==> src/rtl/ext_bus_unit_pkg.sv <==
// Shared types and constants for the external bus unit.
// Covers cycle states, the HRAM window, idle data and the wait counter width.
package ext_bus_unit_pkg;

    typedef enum logic [2:0] {
        S_IDLE = 3'd0,
        S_T1   = 3'd1,
        S_T2   = 3'd2,
        S_T3   = 3'd3,
        S_T4   = 3'd4
    } bus_state_e;

    localparam logic [15:0] HRAM_BASE = 16'hFF80;
    localparam logic [15:0] HRAM_TOP  = 16'hFFFE;
    localparam logic [7:0]  DL_IDLE   = 8'hFF;
    localparam int          WCNT_W    = 4;

endpackage

==> src/rtl/ext_bus_wait_ctr.sv <==
// Saturating wait-state counter with a synchronous clear and an at-max flag.
// It counts T3 clocks spent waiting for memory READY.
module ext_bus_wait_ctr
    import ext_bus_unit_pkg::*;
#(
    parameter int MAX = 15
) (
    input  logic clk,
    input  logic rst_n,
    input  logic clr,
    input  logic en,
    output logic at_max
);

    localparam logic [WCNT_W-1:0] MAX_V = WCNT_W'(MAX);

    logic [WCNT_W-1:0] cnt_q;
    logic [WCNT_W-1:0] cnt_d;

    assign at_max = (cnt_q == MAX_V);

    always_comb begin
        cnt_d = cnt_q;
        if (clr) begin
            cnt_d = '0;
        end else if (en && !at_max) begin
            cnt_d = cnt_q + 1'b1;
        end
    end

    always_ff @(posedge clk or negedge rst_n) begin
        if (!rst_n) begin
            cnt_q <= '0;
        end else begin
            cnt_q <= cnt_d;
        end
    end

endmodule

==> src/rtl/ext_bus_unit.sv <==
// External bus unit: framed T1..T4 memory cycles with wait states and timeout.
// Defining EXT_BUS_HRAM_BYPASS_EN adds an internal 127-byte HRAM at FF80..FFFE.
module ext_bus_unit
    import ext_bus_unit_pkg::*;
#(
    parameter int WAIT_MAX = 15,
    parameter int ADDR_W   = 16
) (
    input  logic              CLK,
    input  logic              nRESET,
    input  logic [ADDR_W-1:0] A,
    input  logic [7:0]        DL_out,
    output logic [7:0]        DL_in,
    input  logic              RD_REQ,
    input  logic              WR_REQ,
    input  logic              BUS_DISABLE,
    output logic              BUSY,
    output logic              DONE,
    output logic              TIMEOUT,
    output logic [ADDR_W-1:0] MA,
    input  logic [7:0]        MD_in,
    output logic [7:0]        MD_out,
    output logic              MD_oe,
    output logic              nRD,
    output logic              nWR,
    output logic              nCS,
    input  logic              READY
);

    bus_state_e        state_q;
    bus_state_e        state_d;
    logic              wr_q;
    logic              wr_d;
    logic [ADDR_W-1:0] ma_q;
    logic [ADDR_W-1:0] ma_d;
    logic [7:0]        md_out_q;
    logic [7:0]        md_out_d;
    logic [7:0]        dl_in_q;
    logic [7:0]        dl_in_d;
    logic              timeout_q;
    logic              timeout_d;

    logic accept;
    logic hit;
    logic hint_q;
    logic wc_en;
    logic wc_max;
    logic t3_exit;

    assign accept = (state_q == S_IDLE) && !hint_q
                  && (RD_REQ || WR_REQ) && !BUS_DISABLE;
    assign wc_en   = (state_q == S_T3) && !READY;
    assign t3_exit = (state_q == S_T3) && (READY || wc_max);

    ext_bus_wait_ctr #(
        .MAX (WAIT_MAX)
    ) u_wait_ctr (
        .clk    (CLK),
        .rst_n  (nRESET),
        .clr    (accept),
        .en     (wc_en),
        .at_max (wc_max)
    );

`ifdef EXT_BUS_HRAM_BYPASS_EN
    logic       hint_d;
    logic [7:0] hram_q [0:126];

    assign hit    = (A >= HRAM_BASE) && (A <= HRAM_TOP);
    assign hint_d = accept && hit;

    always_ff @(posedge CLK or negedge nRESET) begin
        if (!nRESET) begin
            hint_q <= 1'b0;
        end else begin
            hint_q <= hint_d;
        end
    end

    // Storage deliberately has no reset.
    always_ff @(posedge CLK) begin
        if (accept && hit && WR_REQ) begin
            hram_q[A[6:0]] <= DL_out;
        end
    end
`else
    assign hit    = 1'b0;
    assign hint_q = 1'b0;
`endif

    always_ff @(posedge CLK or negedge nRESET) begin
        if (!nRESET) begin
            state_q <= S_IDLE;
        end else begin
            state_q <= state_d;
        end
    end

    always_comb begin
        state_d = state_q;
        unique case (state_q)
            S_IDLE: if (accept && !hit) state_d = S_T1;
            S_T1:   state_d = S_T2;
            S_T2:   state_d = S_T3;
            S_T3:   if (READY || wc_max) state_d = S_T4;
            S_T4:   state_d = S_IDLE;
            default: state_d = S_IDLE;
        endcase
    end

    always_comb begin
        nCS   = 1'b1;
        nRD   = 1'b1;
        nWR   = 1'b1;
        MD_oe = 1'b0;
        BUSY  = hint_q;
        DONE  = hint_q;
        unique case (state_q)
            S_IDLE: ;
            S_T1: begin
                nCS  = 1'b0;
                BUSY = 1'b1;
            end
            S_T2, S_T3: begin
                nCS   = 1'b0;
                BUSY  = 1'b1;
                nRD   = wr_q;
                nWR   = !wr_q;
                MD_oe = wr_q;
            end
            S_T4: begin
                nCS   = 1'b0;
                BUSY  = 1'b1;
                MD_oe = wr_q;
                DONE  = 1'b1;
            end
            default: ;
        endcase
    end

    always_comb begin
        wr_d      = wr_q;
        ma_d      = ma_q;
        md_out_d  = md_out_q;
        dl_in_d   = dl_in_q;
        timeout_d = timeout_q;
        if (accept) begin
            ma_d      = A;
            wr_d      = WR_REQ;
            timeout_d = 1'b0;
            if (WR_REQ) md_out_d = DL_out;
        end
        if (wc_en && wc_max) timeout_d = 1'b1;
        if (t3_exit && !wr_q) dl_in_d = READY ? MD_in : DL_IDLE;
`ifdef EXT_BUS_HRAM_BYPASS_EN
        if (accept && hit && !WR_REQ) dl_in_d = hram_q[A[6:0]];
`endif
    end

    always_ff @(posedge CLK or negedge nRESET) begin
        if (!nRESET) begin
            wr_q      <= 1'b0;
            ma_q      <= '0;
            md_out_q  <= 8'h00;
            dl_in_q   <= DL_IDLE;
            timeout_q <= 1'b0;
        end else begin
            wr_q      <= wr_d;
            ma_q      <= ma_d;
            md_out_q  <= md_out_d;
            dl_in_q   <= dl_in_d;
            timeout_q <= timeout_d;
        end
    end

    assign MA      = ma_q;
    assign MD_out  = md_out_q;
    assign DL_in   = dl_in_q;
    assign TIMEOUT = timeout_q;

endmodule

==> config.mk <==
export PLATFORM = sky130hd
export DESIGN_NAME = ext_bus_unit
export DESIGN_NICKNAME = d
export VERILOG_FILES = /design/src/rtl/ext_bus_unit_pkg.sv /design/src/rtl/ext_bus_wait_ctr.sv /design/src/rtl/ext_bus_unit.sv
export SDC_FILE = /design/constraint.sdc
export NUM_CORES = 1
export LEC_CHECK = 0
export ABC_AREA = 1
export BUFFER_PORTS_ARGS = -buffer_cell sky130_fd_sc_hd__buf_2
export CORE_MARGIN = 1.5
export CORE_UTILIZATION = 50
export DETAILED_ROUTE_END_ITERATION = 16
export PLACE_DENSITY = 0.83
export SYNTH_ARGS = -nofsm -noshare
export SYNTH_HDL_FRONTEND = slang
export SYNTH_HIERARCHICAL = 1
export SYNTH_SLANG_ARGS = --single-unit
==> constraint.sdc <==
create_clock -name CLK -period 3.9 [get_ports CLK]
set_input_delay 0.78 -clock CLK [delete_from_list [all_inputs] [get_ports CLK]]
set_output_delay 0.78 -clock CLK [all_outputs]
set_load 0.03 [all_outputs]
==> results_dict.tcl <==
set metrics [dict create \
    htree_levels 2 \
    wire_per_inst_um 10.93 \
    ir_drop_uv 545.8 \
    maxCapViolations 0 \
    ios 77 \
    synth_area_um2 1847 \
    start_kind "flop" \
    vias 1636 \
    cp-end-kind "output pin" \
    fin_tns_setup_ns 0 \
    register_area_um2 1036 \
    synth_nets 257 \
    clock_path_buffers 2 \
    place.port_buffers 76 \
    syn_to_final_growth_pct 26.90 \
    clock_skew_ns 0.008511 \
    p_leak_nw 1.389 \
    avgSynthCellArea_um2 8.471 \
    rsz0062_at_grt "no" \
    drt_first_iter_violations 81 \
    crit_type "flop to output pin" \
    setup_viol 0 \
    dpl.hpwl_um 2799 \
    critPathRequiredTime_ns 3.12 \
    cp_slowest_cell "dfrtp_1" \
    insertion_delay_ns 0.29 \
    crit_fanout 4 \
    power_density_nw_per_um2 882.2 \
    cts_buffers 5 \
    grt_pass1_vias 1527 \
    vias_per_cell 4.770 \
    start_util_pct 53.65 \
    grt_max_degree 42 \
    die_h_um 63.78 \
    drc 0 \
    power.total_mw 2.067 \
    synthCells 218 \
    die-area_um2 4067 \
    grt-ovfl-total 0 \
    arrival_ns 1.41 \
    grt_usage_pct 20.34 \
    cts_setup_buffers 0 \
    rows 21 \
    crit_path_frequent_cell "inv_1" \
    cts-root-buf "clkbuf_8" \
    drtPass1Iterations 4 \
    fin_crit_sh_pct 56.16 \
    nFillCells 291 \
    final_antenna_net_count 0 \
    gp_congestion 0.7859 \
    multi_input_comb_area_um2 715.7 \
    antenna_cells 0 \
    yosys_warnings 6 \
    max_freq_ghz 0.4566 \
    tightest_slew_ns 0.8470 \
    routed_wirelength_um 3748 \
    slew_violations 0 \
    min_path_type "flop to flop" \
    status "complete, no violations" \
    cts_sinks 41 \
    yosysSeqAreaShare_pct 56.10 \
    synth_cell_types 22 \
    fin_nets 335 \
    worstPathCellList "inv_1 > nand3_2 > nand2_1 > o21ai_0 > inv_1 > buf_2" \
    synth-seq-cells 41 \
    ctsResizeCount 0 \
    antenna_found_initial 0 \
    slowest_delay_ns 0.41 \
    max_slew_margin_pct 43.53 \
    drive_gt1_share_pct 37.04 \
    grt_first_pass_wirelength_um 6561 \
    fin_util_pct 68.08 \
    hold_viol_final 0 \
    cts_tree "yes" \
    core_area_um2 3442 \
    die_x_um 63.78 \
    period_minus_slack_ns 2.190 \
    cts_hold_buf 0 \
    clk_pin_slew_ns 0.07 \
]
-- power breakdown --
group          switching, mW  internal [mW]  leakage, nW
Combinational          0.737          0.287        0.843
Sequential             0.123          0.645        0.502
Clock                  0.132          0.144       0.0445
Total                  0.992           1.08         1.39
-- kinds of logic after synthesis --
| logic type | after synthesis | synth area share, % |
|---|---|---|
| AO/OA/AOI/OAI | 3 | 1.016 |
| XOR/XNOR | 1 | 0.4743 |
| adder cells (fa/ha/maj) | 1 | 0.6774 |
| buffers and inverters | 21 | 5.148 |
| flip-flops | 41 | 56.10 |
| AND/OR/NAND/NOR | 151 | 36.59 |
-- stage by stage --
stage | instances | area, um2 | hold slack [ns] | setup slack, ns
after floorplan | 218 | 1847 | 0.4844 | 1.867
after global placement | 335 | 2250 | 0.4498 | 1.959
after detailed placement | 335 | 2250 | 0.4532 | 1.927
after CTS | 343 | 2344 | 0.4651 | 1.705
after global routing | 343 | 2344 | 0.4927 | 1.588
final | 343 | 2344 | 0.4635 | 1.710
-- area by class of cell --
cell class / count / share of cell area [%]
Timing Repair Buffer: 76 / 16.23
Multi-Input combinational cell: 156 / 30.54
Clock inverter: 1 / 0.3203
Inverter: 16 / 2.563
Clock buffer: 7 / 3.684
Tap cell: 46 / 2.456
Sequential cell: 41 / 44.21
-- worst max-delay path, delay by kind of cell (launching register included) --
kind | cells | cell delay (ns)
buffers and inverters | 3 | 0.37
AND/OR/NAND/NOR | 2 | 0.27
AO/OA/AOI/OAI | 1 | 0.08
flip-flops | 1 | 0.41
-- layer usage --
layer | vias up | wire length [um] | GRT usage (%) | part of all wire, %
li1 | 831 | - | - | -
met5 | - | 0 | 0 | 0
met4 | 0 | 20 | 6.250 | 0.53
met3 | 4 | 300 | 4.401 | 8.0
met1 | 734 | 1702 | 26.42 | 45
met2 | 67 | 1725 | 34.21 | 46
-- placed cells by master, fill, tap and decap left out --
master,n
buf_2,76
nand2_1,102
o21ai_2,1
nand3_1,22
ha_1,1
clkinvlp_4,1
clkbuf_8,6
nand4_1,4
xor2_1,1
nor2_1,7
dfstp_2,8
nand3_2,2
o21ai_0,2
nand2_2,2
dfrtp_1,33
nor2_4,2
nor2_8,1
clkbuf_1,1
nor2_2,1
inv_1,14
or2_2,8
inv_2,2
-- synth_stat cells --
cell type / number / area share [%]
buf_2: 1 / 0.27
buf_4: 2 / 0.81
buf_6: 1 / 0.61
clkbuf_1: 1 / 0.20
dfrtp_1: 33 / 45
dfstp_2: 8 / 11
ha_1: 1 / 0.68
inv_1: 14 / 2.8
inv_2: 2 / 0.41
nand2_1: 102 / 21
nand2_2: 2 / 0.68
nand3_1: 22 / 6.0
nand3_2: 2 / 1.1
nand4_1: 4 / 1.4
nor2_1: 7 / 1.4
nor2_2: 1 / 0.34
nor2_4: 2 / 1.2
nor2_8: 1 / 1.1
o21ai_0: 2 / 0.54
o21ai_2: 1 / 0.47
or2_2: 8 / 2.7
xor2_1: 1 / 0.47
-- flip-flops by register name, indices dropped and copies added (netlist names) --
signal            flops
u_wait_ctr/cnt_q      4
DL_in                 8
MD_out                8
MA                   16
TIMEOUT               1
state_q               3
wr_q                  1
-- path summary, 6_finish.rpt --
path	start	end	slack, ns	cells after the start
min in group asynchronous	nRESET	state_q[1]$_DFFE_PN0P_	0.60	1
hold reg to reg	DL_in[1]$_DFFE_PN1P_	DL_in[1]$_DFFE_PN1P_	0.46	2
setup reg to reg	state_q[0]$_DFFE_PN0P_	MA[7]$_DFFE_PN0P_	2.36	6
max in group asynchronous	nRESET	MD_out[2]$_DFFE_PN0P_	2.77	1
setup / recovery	state_q[2]$_DFFE_PN0P_	MD_oe	1.71	6
hold / removal	DL_in[1]$_DFFE_PN1P_	DL_in[1]$_DFFE_PN1P_	0.46	2
(Power assumes the default switching activity.)
